File: src/rtl/cache_plru_ctrl.sv
// Tree pseudo-LRU replacement controller. Serializes touch updates and victim lookups
// through the single shared address of the per-set replacement-state register file.
module cache_plru_ctrl #(
    parameter int unsigned N_WAYS  = 4,
    parameter int unsigned NLINE_W = 2,
    localparam int unsigned PLRU_W = N_WAYS - 1
) (
    input  logic               ap_clk,
    input  logic               rst,
    input  logic               touch_valid,
    output logic               touch_ready,
    input  logic [NLINE_W-1:0] touch_set,
    input  logic [N_WAYS-1:0]  touch_way,
    input  logic               victim_req_valid,
    output logic               victim_req_ready,
    input  logic [NLINE_W-1:0] victim_set,
    output logic               victim_rsp_valid,
    input  logic               victim_rsp_ready,
    output logic [N_WAYS-1:0]  victim_way,
    output logic               rf_we,
    output logic [NLINE_W-1:0] rf_addr,
    output logic [PLRU_W-1:0]  rf_w_data,
    input  logic [PLRU_W-1:0]  rf_r_data
);

    localparam int unsigned IDX_W = $clog2(N_WAYS);

    typedef enum logic [1:0] {
        StIdle,
        StUpd,
        StLook,
        StRsp
    } state_e;

    state_e              state_q, state_d;
    logic [NLINE_W-1:0]  addr_q, addr_d;
    logic [N_WAYS-1:0]   way_q, way_d;
    logic [N_WAYS-1:0]   victim_q, victim_d;

    logic [IDX_W-1:0]    touch_idx;
    logic [IDX_W-1:0]    victim_idx;
    logic [PLRU_W-1:0]   tree_upd;
    logic [N_WAYS-1:0]   victim_calc;

    // Downward scan so the lowest set bit of a multi-hot way wins.
    always_comb begin
        touch_idx = '0;
        for (int i = N_WAYS - 1; i >= 0; i--) begin
            if (way_q[i]) begin
                touch_idx = IDX_W'(i);
            end
        end
    end

    // Heap layout: level l holds nodes (2**l)-1 .. (2**(l+1))-2; the path node at level l
    // is the one whose position equals the top l bits of the way index.
    always_comb begin
        tree_upd = rf_r_data;
        for (int l = 0; l < int'(IDX_W); l++) begin
            for (int p = 0; p < (1 << l); p++) begin
                if ((touch_idx >> (IDX_W - l)) == IDX_W'(p)) begin
                    tree_upd[(1 << l) - 1 + p] = ~touch_idx[IDX_W - 1 - l];
                end
            end
        end
    end

    always_comb begin
        victim_idx = '0;
        for (int l = 0; l < int'(IDX_W); l++) begin
            for (int p = 0; p < (1 << l); p++) begin
                if ((victim_idx >> (IDX_W - l)) == IDX_W'(p)) begin
                    victim_idx[IDX_W - 1 - l] = rf_r_data[(1 << l) - 1 + p];
                end
            end
        end
        victim_calc = N_WAYS'(1) << victim_idx;
    end

    always_ff @(posedge ap_clk) begin
        if (rst) begin
            state_q  <= StIdle;
            addr_q   <= '0;
            way_q    <= '0;
            victim_q <= '0;
        end else begin
            state_q  <= state_d;
            addr_q   <= addr_d;
            way_q    <= way_d;
            victim_q <= victim_d;
        end
    end

    always_comb begin
        state_d          = state_q;
        addr_d           = addr_q;
        way_d            = way_q;
        victim_d         = victim_q;
        touch_ready      = 1'b0;
        victim_req_ready = 1'b0;
        victim_rsp_valid = 1'b0;
        rf_we            = 1'b0;
        rf_w_data        = '0;

        unique case (state_q)
            StIdle: begin
                touch_ready      = 1'b1;
                victim_req_ready = ~touch_valid;
                if (touch_valid) begin
                    addr_d  = touch_set;
                    way_d   = touch_way;
                    state_d = StUpd;
                end else if (victim_req_valid) begin
                    addr_d  = victim_set;
                    state_d = StLook;
                end
            end
            StUpd: begin
                // An empty way mask is accepted but leaves the set untouched.
                rf_we     = |way_q;
                rf_w_data = tree_upd;
                state_d   = StIdle;
            end
            StLook: begin
                victim_d = victim_calc;
                state_d  = StRsp;
            end
            StRsp: begin
                victim_rsp_valid = 1'b1;
                if (victim_rsp_ready) begin
                    state_d = StIdle;
                end
            end
            default: begin
                state_d = StIdle;
            end
        endcase

        // Reset is synchronous, so outputs are forced quiet while it is held.
        if (rst) begin
            touch_ready      = 1'b0;
            victim_req_ready = 1'b0;
            victim_rsp_valid = 1'b0;
            rf_we            = 1'b0;
            rf_w_data        = '0;
        end
    end

    assign rf_addr    = rst ? '0 : addr_q;
    assign victim_way = rst ? '0 : victim_q;

endmodule

File: config.mk
export PLATFORM = sky130hd
export DESIGN_NAME = cache_plru_ctrl
export DESIGN_NICKNAME = d
export VERILOG_FILES = /design/src/rtl/cache_plru_ctrl.sv
export SDC_FILE = /design/constraint.sdc
export NUM_CORES = 1
export LEC_CHECK = 0
export CAP_MARGIN = 20
export CORE_MARGIN = 4
export CORE_UTILIZATION = 39
export CTS_CLUSTER_SIZE = 16
export DETAILED_ROUTE_END_ITERATION = 8
export GPL_TIMING_DRIVEN = 0
export PLACE_DENSITY_LB_ADDON = 0.2
export SETUP_SLACK_MARGIN = 0.5
export SLEW_MARGIN = 10
export SYNTH_ARGS = -nofsm -noshare
export SYNTH_HDL_FRONTEND = slang
export SYNTH_SLANG_ARGS = --single-unit
File: constraint.sdc
create_clock -name ap_clk -period 1.6 [get_ports ap_clk]
set_clock_uncertainty 0.15 [all_clocks]
set_input_delay 0.24 -clock ap_clk [delete_from_list [all_inputs] [get_ports ap_clk]]
set_output_delay 0.24 -clock ap_clk [all_outputs]
set_load 0.005 [all_outputs]
Word level (Yosys, flattened, before mapping) --
Index checks and enable logic that the tools add are counted.
Word-level totals: register bits 12, latch bits 0, memory bits (writable) 0, ROM bits 0, bits of input ports 16, logic and storage cells 47, memories 0
Operators by class: $add $sub $neg 0, multipliers 0, divide/modulo/power cells 0, $lt $le $gt $ge 0, equality and inequality tests 5, shift-type cells 1, muxes and demuxes 26, bitwise operators 3, reduce and logical (&&, ||, !) cells 8
Operators by type and width (number):
- 2-bit 2-to-1 mux | 10
- 1-bit 2-to-1 mux | 12
- 2-bit case mux with 4 select lines | 1
- 2-bit logical NOT | 3
- 3-bit 2-to-1 mux | 2
- 2-bit AND reduction | 3
- 2-bit == test (second input constant) | 2
- 4-bit 2-to-1 mux | 1
- 4-bit OR reduction | 1
- 1-bit by 2-bit << shifter with 4-bit output (first input constant) | 1
- 3-bit inequality test (second input constant) | 1
- 1-bit NOT | 3
- 2-bit by 1-bit == test with 1-bit output (second input constant) | 1
- 2-bit inequality test (second input constant) | 1
- 2-bit nonzero test | 1

Logic depth before layout (Yosys ltp) --
word-level depth 8, depth in mapped cells 4, gate-level depth less buffers 3

Worst setup path before layout --
OpenSTA, ideal clock, no wires.
kind register -> output, start register state_q[0], end output rf_w_data[1], data arrival time 0.986 ns, data required time 1.210 ns, setup slack 0.224 ns, stages on the path, launching flop included 4, buffers on the path 1, path through dfxtp_1 buf_6 or3b_1 a21oi_1
On the way: longest elaborated chain between the ends 3
RTL lines:
- start: declaration | line 35 | state_e state_q, state_d;
- start signal: assignment | line 82 | state_q <= StIdle;
- start signal: assignment | line 87 | state_q <= state_d;
- 2-bit by 1-bit == test with 1-bit output | line 105 | unique case (state_q)
- 3-bit 2-to-1 mux | line 105
- 3-bit 2-to-1 mux | line 140 | if (rst) begin
- end: declaration | line 22 | output logic [PLRU_W-1:0] rf_w_data,
No other way between the ends.

Final worst setup path --
start register state_q[1], end output rf_w_data[1]
The elaborated chain is that of the path after synthesis.

==> results.ini <==
[synth]
mappedNetlistNets = 92
syn_area_um2 = 639
netlist_instances = 76
avgSynthCellArea_um2 = 8.41
synth-seq-cells = 12
synth_top_flop_cell = dfxtp_1
yosysWarnings = 0
async_flop_share = 0
synth_edf_count = 0
synthMostInstantiatedCell = dfxtp_1
synth_common_cells = dfxtp_1, a21oi_1, nor2_1, nand2_1, nor2b_1
netlist_top_cells_area = dfxtp_1, mux2i_1, a21oi_1, nor2b_1, nor2_1
yosysTopAreaCell = dfxtp_1
ys_types = 24
yosysTopAreaCellShare = 0.376
yosysSeqAreaShare = 0.376

[sta]
setup_tns_ns = -2.38
relSlewSlack = 0.641
min_period_ns = 1.88
maxSlewViolCount = 0
fmax_mhz = 531
worst_slew_pin_slew_ns = 0.539
timing.final.crit_share = 1.18
hold_violations = 0
setup_viol = 17
rsz0062_at_grt = true
fin_ws_ns = -0.283

[min_path]
hp-class = in -> reg

[clock_tree]
clock_path_buffers = 2
numCtsBuffers = 3
cts_root_buf = clkbuf_4
ctsHoldBuffers = 0
insertion_delay_ns = 0.27
cts_tree = built
h-tree-depth = 1
cts_sinks = 12
path_clk_slew_ns = 0.08

[power_and_ir_drop]
irDropWorstVdd_mv = 0.425
totalPowerFinal_w = 0.000905
p_leak_nw = 0.566
p_per_area_mw_per_mm2 = 692

[detailed_routing]
vias_per_cell = 5.18
initialDrtViolationCount = 15
dr_total_vias = 772
firstDrtPassIters = 4
wl_per_cell_um = 16.6
wl_um = 2470
postRouteAntennaNets = 0
drc = 0

[layout]
drive_gt1_frac = 0.624
final_nets = 150
fillCellCount = 85
syn2layout_area_growth_pct = 105
fin_area_mm2 = 0.00131
n_antenna_cell = 0

[global_routing]
grt_max_degree = 11
grt_pass1_wl_um = 3350
grt_pass1_vias = 721
antenna_found_initial = 0
globalRoute.totalOverflow = 0
grtUsageTotal = 0.176

[setup_path]
slowest_delay_ns = 0.42
criticalPathCategory = reg -> out
cp_cell_sequence = buf_6 -> or3b_4 -> buf_6 -> a21oi_2 -> buf_2
cp.required_ns = 1.21
worst_path_max_delay_cell = or3b_4
worstPathMaxFanout = 3
cp.buffers_inverters = 3
crit_family = simple AND/OR/NAND/NOR gates
startpoint_type = register
crit_path_frequent_cell = buf_6
end_kind = primary output
arrival_ns = 1.49

[floorplan]
dieArea_mm2 = 0.00235
die_w_um = 48.5
rows = 14
num_io_pins = 29
die_h_um = 48.5
core_mm2 = 0.00152
initial_core_util = 0.420

[place]
dp_hpwl_um = 1140
portBuffers = 27
gp_congestion = 0.737
place_area_um2 = 947

[outcome]
violations = negative setup slack
outcome = finished, violations left

[flow_run]
cap_violations = 0

[sequential cells by signal, summed over array words and instances, names as in the netlist]
register,flops
victim_q,4
way_q,4
addr_q,2
state_q,2
[cells in the final DEF, fill, tap and decap left out, drive strengths merged, types with 2 or more instances in the layout]
cell	n
a21oi	11
a311oi	2
buf	42
clkbuf	6
clkdlybuf4s50	13
dfxtp	12
mux2i	6
nand2	8
nand2b	2
nand3b	2
nor2	9
nor2b	7
nor3	2
[metal layers]
metal | up-vias | GRT usage | share of wire
li1 | 377 | - | -
met1 | 366 | 0.191 | 0.39
met2 | 27 | 0.328 | 0.56
met3 | 2 | 0.0399 | 0.047
met4 | 0 | 0.0628 | 0.0032
met5 | - | 0 | 0
[worst min-delay path, cell delays in order]
cell and delay (ns):
buf_4 0.15, nand2b_1 0.10, a21oi_2 0.07
[metrics by stage]
stage	hold WS, ns	std cells	utilization	setup WS [ns]
2_1_floorplan	0.230	76	-	0.252
3_3_place_gp	0.290	119	0.622	-0.588
3_5_place_dp	0.296	119	0.622	-0.580
4_1_cts	0.116	140	0.756	-0.260
5_1_grt	0.157	149	0.858	-0.329
6_report	0.176	149	0.858	-0.283
[kinds of logic (layout without fill, tap and decap cells)]
kind of cell | count (synthesis) | in the layout | share of synthesized area
AO/OA/AOI/OAI | 15 | 15 | 0.141
buffers and inverters | 6 | 63 | 0.0646
multiplexers | 6 | 6 | 0.0939
AND/OR/NAND/NOR | 37 | 37 | 0.325
flip-flops | 12 | 12 | 0.376
[area by class of cell]
type | instances | area (um2) | area share
Tap cell | 16 | 20.0 | 0.0153
Clock buffer | 4 | 36.3 | 0.0278
Inverter | 1 | 3.75 | 0.00287
Multi-Input combinational cell | 58 | 488 | 0.373
Buffer | 5 | 47.5 | 0.0364
Sequential cell | 12 | 250 | 0.191
Timing Repair Buffer | 53 | 462 | 0.353
[worst paths after layout]
path	slack [ns]	from	cells after the start	endpoint
worst min-delay path	0.18	touch_valid	3	state_q[0]
worst max register to register	-0.15	state_q[1]	8	way_q[3]
worst max-delay path	-0.28	state_q[1]	5	rf_w_data[1]
worst min register to register	0.31	victim_q[3]	2	victim_q[3]
[power by group]
part           internal [W]  switching (W)
logic              0.000190       0.000134
clock network      0.000138       0.000110
registers          0.000320      0.0000131
[repair_timing]
action                     in CTS  in global routing
setup endpoints to repair      25                 25
setup buffers                  17                  9
gates resized for setup        86                 20
pin swaps                      14                  7
Note: power is estimated with default switching activity, not from simulation.
